--- src/rtl/dsp_sched_pkg.sv ---
// Shared definitions for the DSP48A1 MAC scheduler: FSM states and opmode codes.
package dsp_sched_pkg;

    typedef enum logic [1:0] {
        StIdle,
        StRun,
        StDrain,
        StFin
    } state_e;

    // Opmode codes as seen by the P register: MUL = (Z=0, X=M), MAC = (Z=P, X=M), HOLD = (Z=P, X=0)
    localparam logic [7:0] OPM_MUL  = 8'h01;
    localparam logic [7:0] OPM_MAC  = 8'h09;
    localparam logic [7:0] OPM_HOLD = 8'h08;

endpackage

--- src/rtl/dsp_mac_sched_opm_pipe.sv ---
// Opmode delay line: lines each per-beat opmode code up with its product at the P-register input.
module opm_pipe
    import dsp_sched_pkg::*;
#(
    parameter int unsigned DEPTH = 2
) (
    input  logic       clk,
    input  logic       rst,
    input  logic [7:0] din,
    output logic [7:0] dout
);

    if (DEPTH == 0) begin : g_bypass
        assign dout = din;
    end else begin : g_pipe
        logic [7:0] stage [DEPTH];

        always_ff @(posedge clk or posedge rst) begin
            if (rst) begin
                for (int i = 0; i < DEPTH; i++) stage[i] <= OPM_HOLD;
            end else begin
                stage[0] <= din;
                for (int i = 1; i < DEPTH; i++) stage[i] <= stage[i-1];
            end
        end

        assign dout = stage[DEPTH-1];
    end

endmodule

--- src/rtl/dsp_mac_sched.sv ---
// Two-requester round-robin scheduler driving one DSP48A1 slice as a multiply-accumulate engine.
module dsp_mac_sched
    import dsp_sched_pkg::*;
#(
    parameter int unsigned WIDTH  = 18,
    parameter int unsigned PWIDTH = 48,
    parameter int unsigned LW     = 8,
    parameter int unsigned LAT    = 3
) (
    input  logic              CLK,
    input  logic              RST,
    input  logic [1:0]        REQ,
    input  logic [2*LW-1:0]   LEN,
    input  logic [1:0]        OP_VALID,
    input  logic [PWIDTH-1:0] P_IN,
    output logic [1:0]        GNT,
    output logic [1:0]        OP_READY,
    output logic              SEL,
    output logic              CE_AB,
    output logic [7:0]        OPMODE,
    output logic [PWIDTH-1:0] RESULT,
    output logic              DONE,
    output logic              DONE_ID
);

    if (PWIDTH < 2 * WIDTH) begin : g_width_check
        $error("PWIDTH is too narrow for WIDTH x WIDTH products");
    end

    state_e        state;
    logic          prio;
    logic [LW-1:0] cnt;
    logic [LW-1:0] len_q;
    logic          g_new;
    logic [LW-1:0] len_new;
    logic          accept;
    logic [7:0]    code;

    always_comb begin
        g_new   = REQ[prio] ? prio : ~prio;
        len_new = g_new ? LEN[2*LW-1:LW] : LEN[LW-1:0];
        accept  = OP_VALID[SEL] & OP_READY[SEL];
        CE_AB   = accept;
        code    = OPM_HOLD;
        if (state == StRun && accept) begin
            code = (cnt == '0) ? OPM_MUL : OPM_MAC;
        end
    end

    always_ff @(posedge CLK or posedge RST) begin
        if (RST) begin
            state    <= StIdle;
            prio     <= 1'b0;
            cnt      <= '0;
            len_q    <= '0;
            GNT      <= 2'b00;
            OP_READY <= 2'b00;
            SEL      <= 1'b0;
            RESULT   <= '0;
            DONE     <= 1'b0;
            DONE_ID  <= 1'b0;
        end else begin
            DONE <= 1'b0;
            unique case (state)
                StIdle: begin
                    if (|REQ) begin
                        SEL   <= g_new;
                        GNT   <= 2'b01 << g_new;
                        prio  <= ~g_new;
                        len_q <= len_new;
                        cnt   <= '0;
                        if (len_new == '0) begin
                            state <= StFin;
                        end else begin
                            state    <= StRun;
                            OP_READY <= 2'b01 << g_new;
                        end
                    end
                end
                StRun: begin
                    if (accept) begin
                        if (cnt + LW'(1) == len_q) begin
                            state    <= StDrain;
                            OP_READY <= 2'b00;
                            cnt      <= '0;
                        end else begin
                            cnt <= cnt + LW'(1);
                        end
                    end
                end
                StDrain: begin
                    // Wait for the last product to pass the A/B, M and P registers
                    if (cnt == LW'(LAT - 1)) begin
                        state <= StFin;
                        cnt   <= '0;
                    end else begin
                        cnt <= cnt + LW'(1);
                    end
                end
                StFin: begin
                    RESULT  <= (len_q == '0) ? '0 : P_IN;
                    DONE    <= 1'b1;
                    DONE_ID <= SEL;
                    GNT     <= 2'b00;
                    state   <= StIdle;
                end
                default: state <= StIdle;
            endcase
        end
    end

    opm_pipe #(
        .DEPTH(LAT - 1)
    ) u_opm_pipe (
        .clk  (CLK),
        .rst  (RST),
        .din  (code),
        .dout (OPMODE)
    );

endmodule

--- config.mk ---
export PLATFORM = sky130hd
export DESIGN_NAME = dsp_mac_sched
export DESIGN_NICKNAME = d
export VERILOG_FILES = /design/src/rtl/dsp_sched_pkg.sv /design/src/rtl/dsp_mac_sched_opm_pipe.sv /design/src/rtl/dsp_mac_sched.sv
export SDC_FILE = /design/constraint.sdc
export NUM_CORES = 1
export LEC_CHECK = 0
export CAP_MARGIN = 15
export CORE_ASPECT_RATIO = 0.7
export CORE_UTILIZATION = 42
export DETAILED_ROUTE_END_ITERATION = 8
export DONT_BUFFER_PORTS = 1
export SYNTH_ARGS = -nofsm -noshare
export SYNTH_HDL_FRONTEND = slang
export SYNTH_SLANG_ARGS = --single-unit
--- constraint.sdc ---
create_clock -name CLK -period 3.9 [get_ports CLK]
set_input_delay 0.78 -clock CLK [delete_from_list [all_inputs] [get_ports CLK]]
set_output_delay 0.78 -clock CLK [all_outputs]
set_load 0.005 [all_outputs]
==> flow_summary.yaml <==
outcome:
  outcome: "finished, violations left"
  violations: "design-rule violations"
power:
  ir_drop_mv: 0.242
  power_density_mw_per_mm2: 451
  power_leakage_nw: 1.84
  power_mw: 1.79
timing:
  setup_tns_ps: 0
  fin_crit_sh_pct: 67.5
  skew_ps: 5.96
  maxSlewViolCount: 0
  finalSetupViolations: 0
  hold_violations: 0
  max_freq_ghz: 0.380
  rsz0062_at_grt: "no"
  relSlewSlack_pct: 31.0
  period_needed_ps: 2630
  tightest_slew_ps: 1030
setup_path:
  rrSetupSlack_ps: 1270
  r2r_cells: 7
  timing.rr.start: "cnt[0]"
  timing.rr.end: "state[0]"
  worstSetupEndpointType: "flip-flop"
  crit_type: "flip-flop to flip-flop"
  path_max_fanout: 7
  worst-endpoint-required_ps: 4110
  crit_start: "cnt[0]"
  cp_data_arrival_time_ps: 2850
  cp-start-kind: "flip-flop"
  cp-endpoint: "state[0]"
clocking:
  insertion_delay_ps: 320
  cts.sinks: 78
  cts_resized: 0
  root_buffer: "clkbuf_16"
  cts_tree: "yes"
  htreeDepth: 3
  postCtsHoldBufs: 0
  clk_pin_slew_ps: 60
  clockBufferDepth: 2
  cts_buffers: 9
  cts_setup_buffers: 0
die:
  core-area_mm2: 0.00801
  die_area_mm2: 0.00881
  die_h_um: 78.9
  io_pins: 134
  die_w_um: 112
  initial_core_util_pct: 44.3
  fp-row-count: 27
synth:
  ys_top_cells_by_area: "dfrtp_1 54%, a22o_1 12%, ha_1 2.8%"
  syn_area_per_cell_um2: 11.5
  synth_edf_count: 0
  ys_types: 50
  ys_seq_area_share_pct: 55.2
  netlist_area_mm2: 0.00354
  ys.flop_type: "dfrtp_1"
  synth_most_common_cell: "dfrtp_1"
  netlist_instances: 309
  synth_warnings: 0
  synth.top_cell.area_share_pct: 53.7
  ys_ff_latch: 78
  synth-async-reset-ratio_pct: 100
  synth_common_cells: "76 x dfrtp_1, 49 x a22o_1, 22 x nand2_1"
  synth_top_area_cell: "dfrtp_1"
final_layout:
  fin_nets: 383
  diodes: 0
  drive_gt1_share_pct: 11.3
  syn_to_final_growth_pct: 11.7
  nFillCells: 705
  postLayoutCoreUtil_pct: 49.4
routing:
  antenna_left: 0
  drc: 10
  wl_um: 7660
  vias_per_cell: 5.77
  drt_first_pass_iters: 6
  drtIter0Drc: 171
  dr_total_vias: 2367
  wl_per_cell_um: 18.7
global_routing:
  grt.total_usage_pct: 18.3
  grt_pass1_vias: 2280
  grt-ovfl-total: 0
  antenna_found_initial: 0
  grt_max_degree: 50
  grt_pass1_wl_um: 12300
place:
  dp_hpwl_um: 5460
  gp_congestion: 0.770
  port_buffers: 0
run:
  drv_cap: 0
min_path:
  min_path_type: "input port to asynchronous set/reset pin"
-- registers in the layout, indices dropped and copies added (netlist names) --
register	flops
SEL	1
u_opm_pipe.dout	2
RESULT	48
DONE_ID	1
OP_READY	2
u_opm_pipe.g_pipe.stage	2
prio	1
state	2
len_q	8
GNT	2
cnt	8
DONE	1
-- logic make-up (layout without fill, tap and decap cells) --
family	Yosys count	count (layout)	share of synthesized area [%]
compound gates	95	95	21.2
xor+xnor	8	8	1.98
fa+ha+maj	8	8	2.82
buf+inv	39	34	5.26
flops	78	78	55.2
mux	13	13	3.78
other cells	1	6	0.106
simple gates	67	67	9.68
-- metrics by stage --
step                setup slack [ps]  instances  area, um2  hold WS, ps
floorplan                       1130        314       3560          331
global route                    1040        410       3960          358
CTS                             1280        409       3940          342
global placement                1290        394       3600          335
finish                          1270        410       3960          338
detailed placement              1240        394       3600          335
-- how the worst min path moves through the flow --
stage / to / slack [ps] / cells after the start
detailed placement: u_opm_pipe.dout[0] / 330 / 0
finish: u_opm_pipe.dout[0] / 340 / 1
floorplan: u_opm_pipe.dout[0] / 330 / 0
global route: RESULT[29] / 360 / 1
CTS: u_opm_pipe.dout[0] / 340 / 1
global placement: u_opm_pipe.dout[0] / 330 / 0
-- worst max-delay path, cell delays in order (launching register included) --
cell and delay [ps]:
dfrtp_1 460, ha_1 300, inv_1 60, or4_4 520, a2111oi_4 410, a31oi_1 200
or4_1 440, o21a_1 130
-- area by class of cell --
| type | instances | area, um2 | share of cell area [%] |
|---|---|---|---|
| flip-flops and latches | 78 | 1950 | 49.4 |
| well taps | 101 | 126 | 3.19 |
| clock inverters | 6 | 111 | 2.81 |
| repair buffers | 6 | 57.6 | 1.45 |
| multi-input cells | 197 | 1430 | 36.2 |
| clock buffers | 9 | 225 | 5.69 |
| inverters | 13 | 48.8 | 1.23 |
-- report_power, final --
part	internal, mW	leakage [nW]	total (mW)	switching [mW]
logic	0.00851	0.636	0.0332	0.0247
registers	0.810	1.05	0.811	0.00108
clock network	0.621	0.161	0.941	0.320
total	1.44	1.84	1.79	0.345
-- layer usage --
metal | share of wire, % | vias up | GRT usage, %
met1 | 50 | 1162 | 27.2
li1 | - | 1108 | -
met2 | 43 | 93 | 24.4
met5 | 0 | - | 0
met3 | 6.7 | 4 | 6.72
met4 | 0.51 | 0 | 5.41
-- cell usage in the layout, fill, tap and decap left out, types with 2 or more instances in the layout --
master and count:
dfrtp_1 76, a22o_1 49, nand2_1 22, o21ai_0 14
inv_1 12, mux2i_1 10, nor2_1 9, clkbuf_16 9
nor3_1 8, ha_1 8, nand3_1 6, xnor2_1 6
a21oi_1 6, conb_1 6, or4_1 5, buf_4 5
nor4_1 4, a21o_1 3, mux2_2 3, a31oi_1 3
o31ai_1 3, bufinv_16 3, o21a_1 2, or3_1 2
nand2b_1 2, xor2_1 2, nor2b_1 2, o2bb2ai_1 2
dfstp_2 2
Power figures use the tool's default switching activity.
==> edit (config.mk and constraints unchanged) <==
Change the parameter `LW` from 8 to 4.
--- a/src/rtl/dsp_mac_sched.sv
+++ b/src/rtl/dsp_mac_sched.sv
@@ -4,7 +4,7 @@
 #(
     parameter int unsigned WIDTH  = 18,
     parameter int unsigned PWIDTH = 48,
-    parameter int unsigned LW     = 8,
+    parameter int unsigned LW     = 4,
     parameter int unsigned LAT    = 3
 ) (
     input  logic              CLK,
Ports: changed (resized LEN); port bits go from 134 to 126. The function was not compared with the original's and may differ.
==> edit against the unedited design <==
  * Fmax increased by 23%
  * Critical path type unchanged
  * Global-route usage fell by 1.9 points
  * Final area down 14%
  * Area after synthesis fell by 11%
  * Sequential cell count shrank 8
  * Wire length down 16%
  * Setup slack better by 0.49 ns
  * Critical endpoint is now state[1]$_DFFE_PP0P_
  * Count of clock-buffer cells in the layout increased by 4
  * Non-clock buffer count fell by 4
  * Utilization is 2.5 points lower
Power is not compared: it rests on default switching activity, and its combinational part moved more than twofold at a synthesized area within 25%.
==> edit: results (changes against the unedited design) <==
mux contribution to synthesized area 2.41% (-1.4 points); CP Max Fanout 6 (-1); sequential-to-total area share from yosys stat 55.5% (+0.30 points); min-delay worst type flip-flop to flip-flop; Worst-Skew Late Latency 0.34 ns (+0.02 ns); first-pass GRT wire length 9750 µm (-20%); Tightest Pin Transition 1.12 ns (+0.0902 ns); pin count of the biggest net entering global routing 49 (-2.0%); placer's final routability congestion estimate 0.760 (-1.2%); share of layout cells above drive strength 1 8.82% (-2.5 points); Final Skew 0.00759 ns (+0.00163 ns); outcome complete, no violations; Fillers 692 (-1.8%); xor/xnor cell area share of the yosys netlist 2.14% (+0.16 points); number of global-route vias before repair 1955 (-14%); Nets 405 (+5.7%); CTS root buffer clkbuf_8; top post-synthesis cells by area dfrtp_1, inv_1, nand2_1, o21ai_0, ha_1; synth unique cells 41 (-18%); Adder-Cell Fraction of Synth Area 3.16% (+0.34 points); n_diodes 0 (unchanged); top flop regs RESULT: 48 flops, cnt: 4 flops, len_q: 4 flops; drt first-iter violations 112 (-35%); Pre-Repair DR Iteration Count 4 (-2); Total GRT Usage 16.4% (-1.9 points); WL final 6430 µm (-16%); Synth Area in Compound Gates 14.6% (-6.7 points); HPWL Detailed 4520 µm (-17%)
## edit: changes by cell type in the layout (fill, tap and decap cells not counted), sizes merged, moves of 5 or more
| cell | change |
|---|---|
| a22o | -49 |
| inv | +49 |
| o21ai | +46 |
| nand2 | +39 |
| dfrtp | -8 |
| nor3 | -7 |
| or4 | -6 |
| mux2i | -5 |
## edit: worst paths after layout
| path | from | endpoint | slack [ns] | cells past startpoint |
|---|---|---|---|---|
| setup / recovery | cnt[0]$_DFFE_PP0P_ | state[1]$_DFFE_PP0P_ | 1.76 | 6 |
| hold reg to reg | u_opm_pipe.g_pipe.stage[11]$_DFF_PP1_ | u_opm_pipe.dout[3]$_DFF_PP1_ | 0.36 | 0 |
| max in group asynchronous | RST | RESULT[5]$_DFFE_PP0P_ | 2.51 | 2 |
| hold / removal | u_opm_pipe.g_pipe.stage[11]$_DFF_PP1_ | u_opm_pipe.dout[3]$_DFF_PP1_ | 0.36 | 0 |
| setup reg to reg | cnt[0]$_DFFE_PP0P_ | state[1]$_DFFE_PP0P_ | 1.76 | 6 |
| min in group asynchronous | RST | RESULT[9]$_DFFE_PP0P_ | 0.43 | 1 |
## edit: area by class of cell
cell class	count	area share, %
flip-flops and latches	70	51.3
inverters	62	6.81
repair buffers	2	0.439
well taps	98	3.59
multi-input cells	190	31.9
clock inverters	3	1.24
clock buffers	13	4.65
## edit: cells by family after synthesis
family | Yosys count
flip-flops | 70
AO/OA/AOI/OAI | 80
multiplexers | 7
XOR/XNOR | 5
other | 1
AND/OR/NAND/NOR | 84
adder cells (fa/ha/maj) | 8
buffers and inverters | 82
## edit: report_power, final
| group | total [mW] | internal (mW) | switching [mW] | leakage (nW) |
|---|---|---|---|---|
| clock | 0.595 | 0.330 | 0.264 | 0.0996 |
| sequential | 1.30 | 1.04 | 0.256 | 0.882 |
| combinational | 0.962 | 0.376 | 0.586 | 0.604 |
| total | 2.86 | 1.75 | 1.11 | 1.59 |
## edit: metrics by stage
step / total power [mW] / utilization, % / std cells / worst slack, ns / area [µm²]
4_1_cts: 2.89 / 46.9 / 438 / 1.74 / 3420
2_1_floorplan: 2.04 / - / 342 / 1.36 / 3180
6_report: 2.86 / 46.9 / 438 / 1.76 / 3420
5_1_grt: 3.10 / 46.9 / 438 / 1.63 / 3420
3_3_place_gp: 2.25 / 44.1 / 422 / 1.81 / 3220
3_5_place_dp: 2.28 / 44.1 / 422 / 1.72 / 3220
## edit: layer usage
metal	vias up	global-route usage [%]	wire [µm]
li1	1048	-	-
met1	1004	22.3	3100
met2	81	22.9	2730
met3	13	6.66	496
met4	0	7.87	110
met5	-	0	0
## edit: critical path, cell delays in order, from the launching register on
cell,delay [ns]
dfrtp_1,0.45
ha_1,0.29
xor3_2,0.43
a211oi_1,0.20
a31oi_1,0.15
a21oi_2,0.20
mux2_4,0.31
